<file path="config.mk">
export PLATFORM = sky130hd
export DESIGN_NAME = ram64_arbiter
export DESIGN_NICKNAME = d
export VERILOG_FILES = /design/src/rtl/ram64_arb_pkg.sv /design/src/rtl/ram64_arb_sched.sv /design/src/rtl/ram64_arbiter.sv
export SDC_FILE = /design/constraint.sdc
export NUM_CORES = 1
export LEC_CHECK = 0
export ABC_AREA = 1
export CAP_MARGIN = 40
export CORE_MARGIN = 5
export CORE_UTILIZATION = 38
export DETAILED_ROUTE_END_ITERATION = 12
export GPL_TIMING_DRIVEN = 0
export PLACE_DENSITY = 0.85
export REMOVE_ABC_BUFFERS = 1
export SETUP_SLACK_MARGIN = 0.15
export SYNTH_ARGS = -nofsm -noshare
export SYNTH_HDL_FRONTEND = slang
export SYNTH_SLANG_ARGS = --single-unit
</file>
<file path="constraint.sdc">
create_clock -name clk -period 3.5 [get_ports clk]
set_input_delay 0.875 -clock clk [delete_from_list [all_inputs] [get_ports clk]]
set_output_delay 0.875 -clock clk [all_outputs]
set_load 0.05 [all_outputs]
</file>
<file path="src/rtl/ram64_arb_pkg.sv">
// Shared types and constants for the two-port 64x16 RAM arbiter.
// Optional stall counters in the top are enabled with RAM64_ARB_STATS_EN.
package ram64_arb_pkg;

    localparam int ADDR_W   = 6;
    localparam int DATA_W   = 16;
    localparam int CNT_W    = 4;

    localparam int PORT_CPU = 0;
    localparam int PORT_LDR = 1;

    // One requester's access fields, packed in the order they drive the RAM.
    typedef struct packed {
        logic              we;
        logic [ADDR_W-1:0] addr;
        logic [DATA_W-1:0] wdata;
    } ram_req_t;

    function automatic logic [CNT_W-1:0] burst_next(input logic [CNT_W-1:0] cnt,
                                                    input logic [CNT_W-1:0] max_cnt);
        return (cnt < max_cnt) ? cnt + 1'b1 : max_cnt;
    endfunction

endpackage

</file>
<file path="src/rtl/ram64_arb_sched.sv">
// Round-robin grant scheduler with a bounded burst allowance.
// Holds the last-granted port and its consecutive-grant count.
module ram64_arb_sched
    import ram64_arb_pkg::*;
#(
    parameter int unsigned MAX_BURST = 4
) (
    input  logic       clk,
    input  logic       reset,
    input  logic [1:0] req,
    output logic [1:0] gnt
);

    localparam logic [CNT_W-1:0] MAX_CNT = CNT_W'(MAX_BURST);

    logic             last_q;
    logic             last_d;
    logic [CNT_W-1:0] cnt_q;
    logic [CNT_W-1:0] cnt_d;
    logic             winner;

    // Reset leaves last=1 with the allowance spent, so the first tie goes to port 0.
    always_ff @(posedge clk) begin
        if (reset) begin
            last_q <= 1'b1;
            cnt_q  <= MAX_CNT;
        end else begin
            last_q <= last_d;
            cnt_q  <= cnt_d;
        end
    end

    always_comb begin
        gnt    = 2'b00;
        last_d = last_q;
        cnt_d  = cnt_q;
        winner = 1'b0;

        if (!reset) begin
            case (req)
                2'b01:   gnt = 2'b01;
                2'b10:   gnt = 2'b10;
                2'b11: begin
                    if (cnt_q < MAX_CNT) gnt = last_q ? 2'b10 : 2'b01;
                    else                 gnt = last_q ? 2'b01 : 2'b10;
                end
                default: gnt = 2'b00;
            endcase
        end

        winner = gnt[1];
        // An idle cycle spends the allowance, breaking any burst in progress.
        if (gnt == 2'b00) begin
            cnt_d = MAX_CNT;
        end else if (winner == last_q) begin
            cnt_d = burst_next(cnt_q, MAX_CNT);
        end else begin
            last_d = winner;
            cnt_d  = CNT_W'(1);
        end
    end

endmodule

</file>
<file path="src/rtl/ram64_arbiter.sv">
// Two-port arbiter in front of the 64x16 RAM: CPU on port 0, loader on port 1.
// Define RAM64_ARB_STATS_EN to add the stall0/stall1 wait-cycle counters.
module ram64_arbiter
    import ram64_arb_pkg::*;
#(
    parameter int unsigned MAX_BURST = 4
) (
    input  logic              clk,
    input  logic              reset,
    input  logic              req0,
    input  logic              we0,
    input  logic [ADDR_W-1:0] addr0,
    input  logic [DATA_W-1:0] wdata0,
    input  logic              req1,
    input  logic              we1,
    input  logic [ADDR_W-1:0] addr1,
    input  logic [DATA_W-1:0] wdata1,
    output logic              gnt0,
    output logic              gnt1,
    output logic              rvalid0,
    output logic              rvalid1,
    output logic [DATA_W-1:0] rdata0,
    output logic [DATA_W-1:0] rdata1,
`ifdef RAM64_ARB_STATS_EN
    output logic [15:0]       stall0,
    output logic [15:0]       stall1,
`endif
    output logic [ADDR_W-1:0] ram_address,
    output logic [DATA_W-1:0] ram_in,
    output logic              ram_load,
    input  logic [DATA_W-1:0] ram_out
);

    // Handshake: a port's access happens in the cycle its gnt is high; a
    // waiting requester holds req (fields may change) until granted.
    ram_req_t   port_req [2];
    ram_req_t   sel;
    logic [1:0] gnt;

    assign port_req[PORT_CPU] = {we0, addr0, wdata0};
    assign port_req[PORT_LDR] = {we1, addr1, wdata1};

    ram64_arb_sched #(
        .MAX_BURST (MAX_BURST)
    ) u_sched (
        .clk   (clk),
        .reset (reset),
        .req   ({req1, req0}),
        .gnt   (gnt)
    );

    assign gnt0 = gnt[PORT_CPU];
    assign gnt1 = gnt[PORT_LDR];

    // With no grant the RAM sees all-zero fields, so ram_load stays low.
    always_comb begin
        sel = '0;
        if (gnt0)      sel = port_req[PORT_CPU];
        else if (gnt1) sel = port_req[PORT_LDR];
    end

    assign ram_address = sel.addr;
    assign ram_in      = sel.wdata;
    assign ram_load    = sel.we;

    always_ff @(posedge clk) begin
        if (reset) begin
            rvalid0 <= 1'b0;
            rvalid1 <= 1'b0;
            rdata0  <= '0;
            rdata1  <= '0;
        end else begin
            rvalid0 <= gnt0 & ~we0;
            rvalid1 <= gnt1 & ~we1;
            if (gnt0 && !we0) rdata0 <= ram_out;
            if (gnt1 && !we1) rdata1 <= ram_out;
        end
    end

`ifdef RAM64_ARB_STATS_EN
    always_ff @(posedge clk) begin
        if (reset) begin
            stall0 <= '0;
            stall1 <= '0;
        end else begin
            if (req0 && !gnt0 && stall0 != 16'hFFFF) stall0 <= stall0 + 16'd1;
            if (req1 && !gnt1 && stall1 != 16'hFFFF) stall1 <= stall1 + 16'd1;
        end
    end
`endif

endmodule

</file>
==> run_results.csv, run 1 <==
group,metric,value,unit
status,status,"complete, no violations",
logic_synthesis,synthCells,285,
sta,finalSetupViolations,0,
clock_network,cts_max_level,2,
floorplan,dieHeight,79.6,um
detailed_routing,ant_nets,0,
critical_path,worstSetupStartpoint,"req0",
floorplan,die_area,6340,um2
logic_synthesis,postSynthAreaPerCell,6.47,um2
global_route,grt_overflow,0,
clock_network,post_cts_buffers,0,
final_layout,syn2layout_area_growth,73.5,%
hold_path,worstHoldStart,"rdata1[8]",
detailed_routing,vias,2098,
global_route,use_met2,32.6,%
global_route,antenna_found_initial,0,
clock_network,clk_pin_slew,70,ps
power_and_ir_drop,vdd_ir_drop_max,0.292,mV
global_route,grt_max_degree,36,
sta,min_period_over_period,93.4,%
power_and_ir_drop,p_leak,1.51,nW
global_route,met1_usage,19.6,%
critical_path,arrival,2390,ps
detailed_routing,routed_wirelength,6000,um
logic_synthesis,ys_seq_elements,39,
critical_path,crit_path_max_fanout,11,
placement,dpl_cell_area,3070,um2
final_layout,layout-drive-gt1-share,11.3,%
sta,finalHoldViolCount,0,
critical_path,crit_path_start_kind,"input port",
final_layout,final_nets,472,
power_and_ir_drop,total_power,1.33,mW
sta,finalClockSkew,5.07,ps
final_layout,fillCellCount,403,
floorplan,rows,25,
critical_path,worstPathCellList,"clkdlybuf4s50_1 -> nand3_2 -> nand2_1 -> nand2_2 -> inv_4 -> nand2_1 -> nand2_1 -> buf_4",
placement,port_buffers,124,
power_and_ir_drop,pwr_density_cell,417,nW/um2
floorplan,start_util,39.0,%
critical_path,crit_top_cell,"nand2_1",
critical_path,rr_worst_depth,7,
global_route,grt_use_total,18.1,%
clock_network,clk_latency,290,ps
clock_network,clock_path_buffers,2,
floorplan,io_pins,125,
floorplan,die_x,79.6,um
clock_network,postCtsHoldBufs,0,
global_route,grt_pass1_wl,9050,um
sta,timing.final.max_slew_violations,0,
logic_synthesis,seq_area_frac_synth,42.4,%
clock_network,cts_tree,"done",
sta,rsz0062_at_grt,"no",
sta,fin_crit,3270,ps
final_layout,num_antenna_cells,0,
clock_network,root_buffer,"clkbuf_8",
critical_path,worstPathRequired,2620,ps
detailed_routing,vias_per_cell,4.44,
logic_synthesis,synth_cell_type_count,23,
global_route,met3_usage,7.11,%
critical_path,crit_path_end_kind,"output pin",
placement,gp_congestion,0.834,
critical_path,timing.rr.start,"u_sched.cnt_q[2]",
detailed_routing,first_pass_iters,4,
final_layout,fin_util,67.7,%
detailed_routing,wl_per_cell,12.7,um
placement,dp_hpwl,4420,um
logic_synthesis,netlist_area,1840,um2
clock_network,numCtsBuffers,5,
critical_path,slowest_delay,540,ps
final_layout,fin_area,3200,um2
floorplan,core_area,4720,um2
critical_path,path_buf_inv,3,
hold_path,hold_depth,2,
clock_network,cts_num_sinks,39,
global_route,grt_pass1_vias,1845,
sta,fmax,306,MHz
hold_path,hold_class,"flip-flop to flip-flop",
critical_path,cpLargestDelayFamily,"buffers and inverters",
sta,max_slew_margin,56.6,%
global_route,top_usage_layer,"met2",
critical_path,slowest_stage,"clkdlybuf4s50_1",
detailed_routing,drt_iter0_drc,70,
critical_path,critical_path_cell_count,8,
logic_synthesis,yosys_warnings,0,
critical_path,path_class,"input port to output pin",
detailed_routing,route.detailed.drc,0,
flow_run,drv_cap,0,
sta,worst_pin_slew,649,ps
## state kept, by name, summed over array words and instances (netlist names)
signal          cells
rdata0             16
rdata1             16
u_sched.cnt_q       4
rvalid0             1
rvalid1             1
u_sched.last_q      1
## synth_stat cells (all sizes together)
master,instances,share of area (%)
inv,26,5.3
nor2,37,8.4
o21ai,17,4.6
nor3,1,0.27
ha,1,0.68
clkbuf,2,0.95
buf,11,4.4
nand2,143,29
conb,1,0.20
o211ai,1,0.41
nand3,4,2.3
nand4,1,0.34
nand3b,1,0.41
dfxtp,39,42
## tightest hold or removal path, stage by stage (launching register included)
cell	delay [ps]
dfxtp_1	310
nand2_1	60
o21ai_1	60
## through the flow
stage | hold WS (ps) | setup slack, ps | std cells | TNS [ps]
floorplan | 449 | 276 | 272 | 0
global placement | 461 | -838 | 463 | -19170
detailed placement | 460 | -833 | 463 | -19220
CTS | 474 | 140 | 471 | 0
global route | 489 | 156 | 473 | 0
finish | 476 | 231 | 473 | 0
## power by group
| group | total, mW | internal, mW | switching, mW | leakage, nW |
|---|---|---|---|---|
| logic | 0.415 | 0.158 | 0.257 | 1.12 |
| clock network | 0.438 | 0.285 | 0.153 | 0.0654 |
| registers | 0.481 | 0.469 | 0.0119 | 0.319 |
| total | 1.33 | 0.912 | 0.422 | 1.51 |
## cells by family (layout without fill, tap and decap cells)
logic type	count (synthesis)	count (layout)	synth area share, %
AO/OA/AOI/OAI	18	18	5.02
adder cells (fa/ha/maj)	1	1	0.679
buffers and inverters	39	160	10.7
flip-flops	39	39	42.4
other	1	1	0.203
AND/OR/NAND/NOR	187	187	41.1
## layer usage
metal  up-vias  share of wire [%]
li1       1091                  -
met1       911                 40
met2        88                 48
met3         8                 11
met4         0                1.1
met5         -                  0
## timing repair
action	4_1_cts	5_1_grt
resized for setup	155	8
endpoints found under the setup margin	25	24
cloned	0	2
## final timing paths
check | endpoint | slack [ps]
min reg2reg | rdata1[8] | 480
min | rdata1[8] | 480
max | ram_in[2] | 230
max reg2reg | rdata1[4] | 1820
## placed cells by master, fill, tap and decap left out
master,n
buf_2,2
clkbuf_8,5
nand4_1,1
ha_1,1
o21ai_0,12
nor2_4,2
dfxtp_1,39
conb_1,1
buf_4,23
clkinv_4,1
nand3b_1,1
inv_8,1
o211ai_1,1
inv_1,23
nand3_2,1
nand2_2,3
nand3_4,2
nand2_1,140
nor2_1,34
bufinv_16,3
clkdlybuf4s50_1,99
clkbuf_1,1
nand3_1,1
nor2_2,1
inv_4,2
o21ai_1,5
nor3_1,1
## final cells by class
type,instances,area [um2],area share [%]
flip-flops and latches,39,781,24.4
clock buffers,6,72.6,2.27
multi-input cells,207,878,27.5
inverters,26,136,4.26
repair buffers,124,1170,36.7
repair inverters,2,12.5,0.391
clock inverters,2,60.1,1.88
well taps,67,83.8,2.62
(Power assumes the default switching activity.)
==> inputs of run 2 (changes only) <==
MAX_ROUTING_LAYER = met4   (was default)
==> run 2 against run 1 <==
  * Hold slack worse by 3.8 ps
  * First-iteration DRC count is 4.3% higher
  * Sequential power hardly changed
  * Design area stayed put
  * Combinational power hardly changed
  * Via count is 0.48% lower
  * Die area stayed put
  * Global-route usage is 0.44 points higher
  * Maximum frequency hardly changed
  * Clock power hardly changed
  * Utilization stayed put
  * Critical path type unchanged
  * Critical endpoint is now ram_load
  * Largest cell class unchanged
==> run_results.csv, run 2 (synthesis results as in run 1) <==
group,metric,value,unit
status,status,"complete, no violations",
sta,max_slew_margin,57.0,%
sta,fin_crit,3270,ps
sta,finalHoldViolCount,0,
hold_path,hold_depth,2,
sta,worst_pin_slew,643,ps
global_route,grt_max_degree,36,
final_layout,syn2layout_area_growth,73.5,%
placement,gp_congestion,0.847,
critical_path,slowest_stage,"clkdlybuf4s50_1",
clock_network,cts_tree,"done",
power_and_ir_drop,vdd_ir_drop_max,0.292,mV
global_route,grt_pass1_wl,9050,um
placement,port_buffers,124,
floorplan,die_area,6340,um2
detailed_routing,drt_iter0_drc,73,
critical_path,worstPathCellList,"clkdlybuf4s50_1 -> bufinv_16 -> nand3_4 -> inv_8 -> nand2_1 -> o21ai_0 -> buf_4",
sta,rsz0062_at_grt,"no",
critical_path,arrival,2390,ps
sta,fin_tns_setup,0,ps
final_layout,mostFrequentLayoutCells,"nand2_1 (140), clkdlybuf4s50_1 (99), dfxtp_1 (39)",
critical_path,crit_path_start_kind,"input port",
clock_network,cts_num_sinks,39,
critical_path,worstPathRequired,2620,ps
clock_network,clk_latency,290,ps
detailed_routing,ant_nets,0,
detailed_routing,routed_wirelength,6020,um
clock_network,root_buffer,"clkbuf_8",
hold_path,worstHoldStart,"rdata1[8]",
final_layout,fillCellCount,403,
critical_path,rr_worst_depth,7,
placement,dp_hpwl,4420,um
critical_path,crit_path_end_kind,"output pin",
critical_path,timing.rr.start,"u_sched.cnt_q[2]",
critical_path,ff2ff_setup_slack,1820,ps
detailed_routing,route.detailed.drc,0,
floorplan,core_area,4720,um2
sta,finalSetupViolations,0,
detailed_routing,wl_per_cell,12.7,um
sta,fmax,306,MHz
final_layout,final_nets,472,
final_layout,layout-drive-gt1-share,11.3,%
sta,min_period_over_period,93.4,%
clock_network,numCtsBuffers,5,
detailed_routing,vias_per_cell,4.41,
sta,finalClockSkew,5.63,ps
critical_path,path_class,"input port to output pin",
power_and_ir_drop,pwr_density_cell,418,nW/um2
clock_network,postCtsHoldBufs,0,
critical_path,path_buf_inv,4,
critical_path,slowest_delay,530,ps
sta,hold_ws,472,ps
power_and_ir_drop,p_leak,1.51,nW
clock_network,clock_path_buffers,2,
global_route,grt_overflow,0,
global_route,antenna_found_initial,0,
global_route,grt_use_total,18.5,%
sta,timing.final.max_slew_violations,0,
final_layout,top_regs,"rdata0: 16 flops, rdata1: 16 flops, u_sched.cnt_q: 4 flops",
final_layout,num_antenna_cells,0,
floorplan,rows,25,
final_layout,layout_commonest_cell,"nand2_1",
hold_path,hold_class,"flip-flop to flip-flop",
floorplan,dieHeight,79.6,um
floorplan,start_util,39.0,%
clock_network,cts_max_level,2,
critical_path,crit_path_max_fanout,35,
hold_path,hold_end,"rdata1[8]",
critical_path,cpLargestDelayFamily,"buffers and inverters",
floorplan,io_pins,125,
critical_path,r2r_end,"rdata1[4]",
flow_run,drv_cap,0,
detailed_routing,vias,2088,
clock_network,clk_pin_slew,70,ps
floorplan,die_x,79.6,um
global_route,grt_pass1_vias,1846,
detailed_routing,first_pass_iters,4,
## run 2: cell counts in the layout (fill, tap and decap cells not counted)
No cell type changed its count.
## run 2: how the worst max path moves through the flow
stage               depth (start not counted)  start              to  slack (ps)
finish                                      7  reset        ram_load         230
CTS                                         7  reset       ram_in[7]         140
floorplan                                   5  reset        ram_load         280
global placement                            7  reset       ram_in[7]        -840
global route                                7  reset  ram_address[2]         160
detailed placement                          7  reset       ram_in[7]        -830
## run 2: layout make-up
type | instances | area [um2] | area share, %
tap | 67 | 83.8 | 2.62
clock inverter | 2 | 60.1 | 1.88
timing repair buffer | 124 | 1170 | 36.7
clock buffer | 6 | 72.6 | 2.27
multi-input combinational | 207 | 878 | 27.5
sequential | 39 | 781 | 24.4
inverter | 26 | 136 | 4.26
timing repair inverter | 2 | 12.5 | 0.391
## run 2: repair_timing
action	in CTS	in global routing
setup buffers	0	0
cloned	0	2
pin swaps	0	0
gates resized for setup	155	8
setup endpoints to repair	25	24
## run 2: where the power goes
group	leakage [nW]	switching (mW)	internal, mW
registers	0.319	0.0119	0.469
logic	1.12	0.257	0.158
clock network	0.0654	0.156	0.285
total	1.51	0.425	0.912
## run 2: stage by stage
step / std cells / setup WS (ps) / total power [mW] / instance area (um2) / util (%)
finish: 473 / 232 / 1.34 / 3200 / 67.7
CTS: 471 / 140 / 1.34 / 3180 / 67.3
detailed placement: 463 / -833 / 0.903 / 3070 / 65.0
floorplan: 272 / 276 / 0.722 / 1740 / -
global route: 473 / 156 / 1.40 / 3200 / 67.7
global placement: 463 / -838 / 0.898 / 3070 / 65.0
## run 2: per-layer routing
metal	track usage [%]	share of wire [%]
met1	20.1	41
met2	32.6	48
met3	6.09	9.9
met4	4.64	1.1
met5	-	0
## run 2: worst min-delay path: cells and delay by family (launching register included)
family             cells  cell delay [ps]
AOI/OAI and AO/OA      1               60
DFF                    1              310
and+or+nand+nor        1               60
==> inputs of run 3 (changes only) <==
SLEW_MARGIN = 20   (was default)
==> results of run 3 <==
Final layout, timing and power as in run 2 (identical DEF).
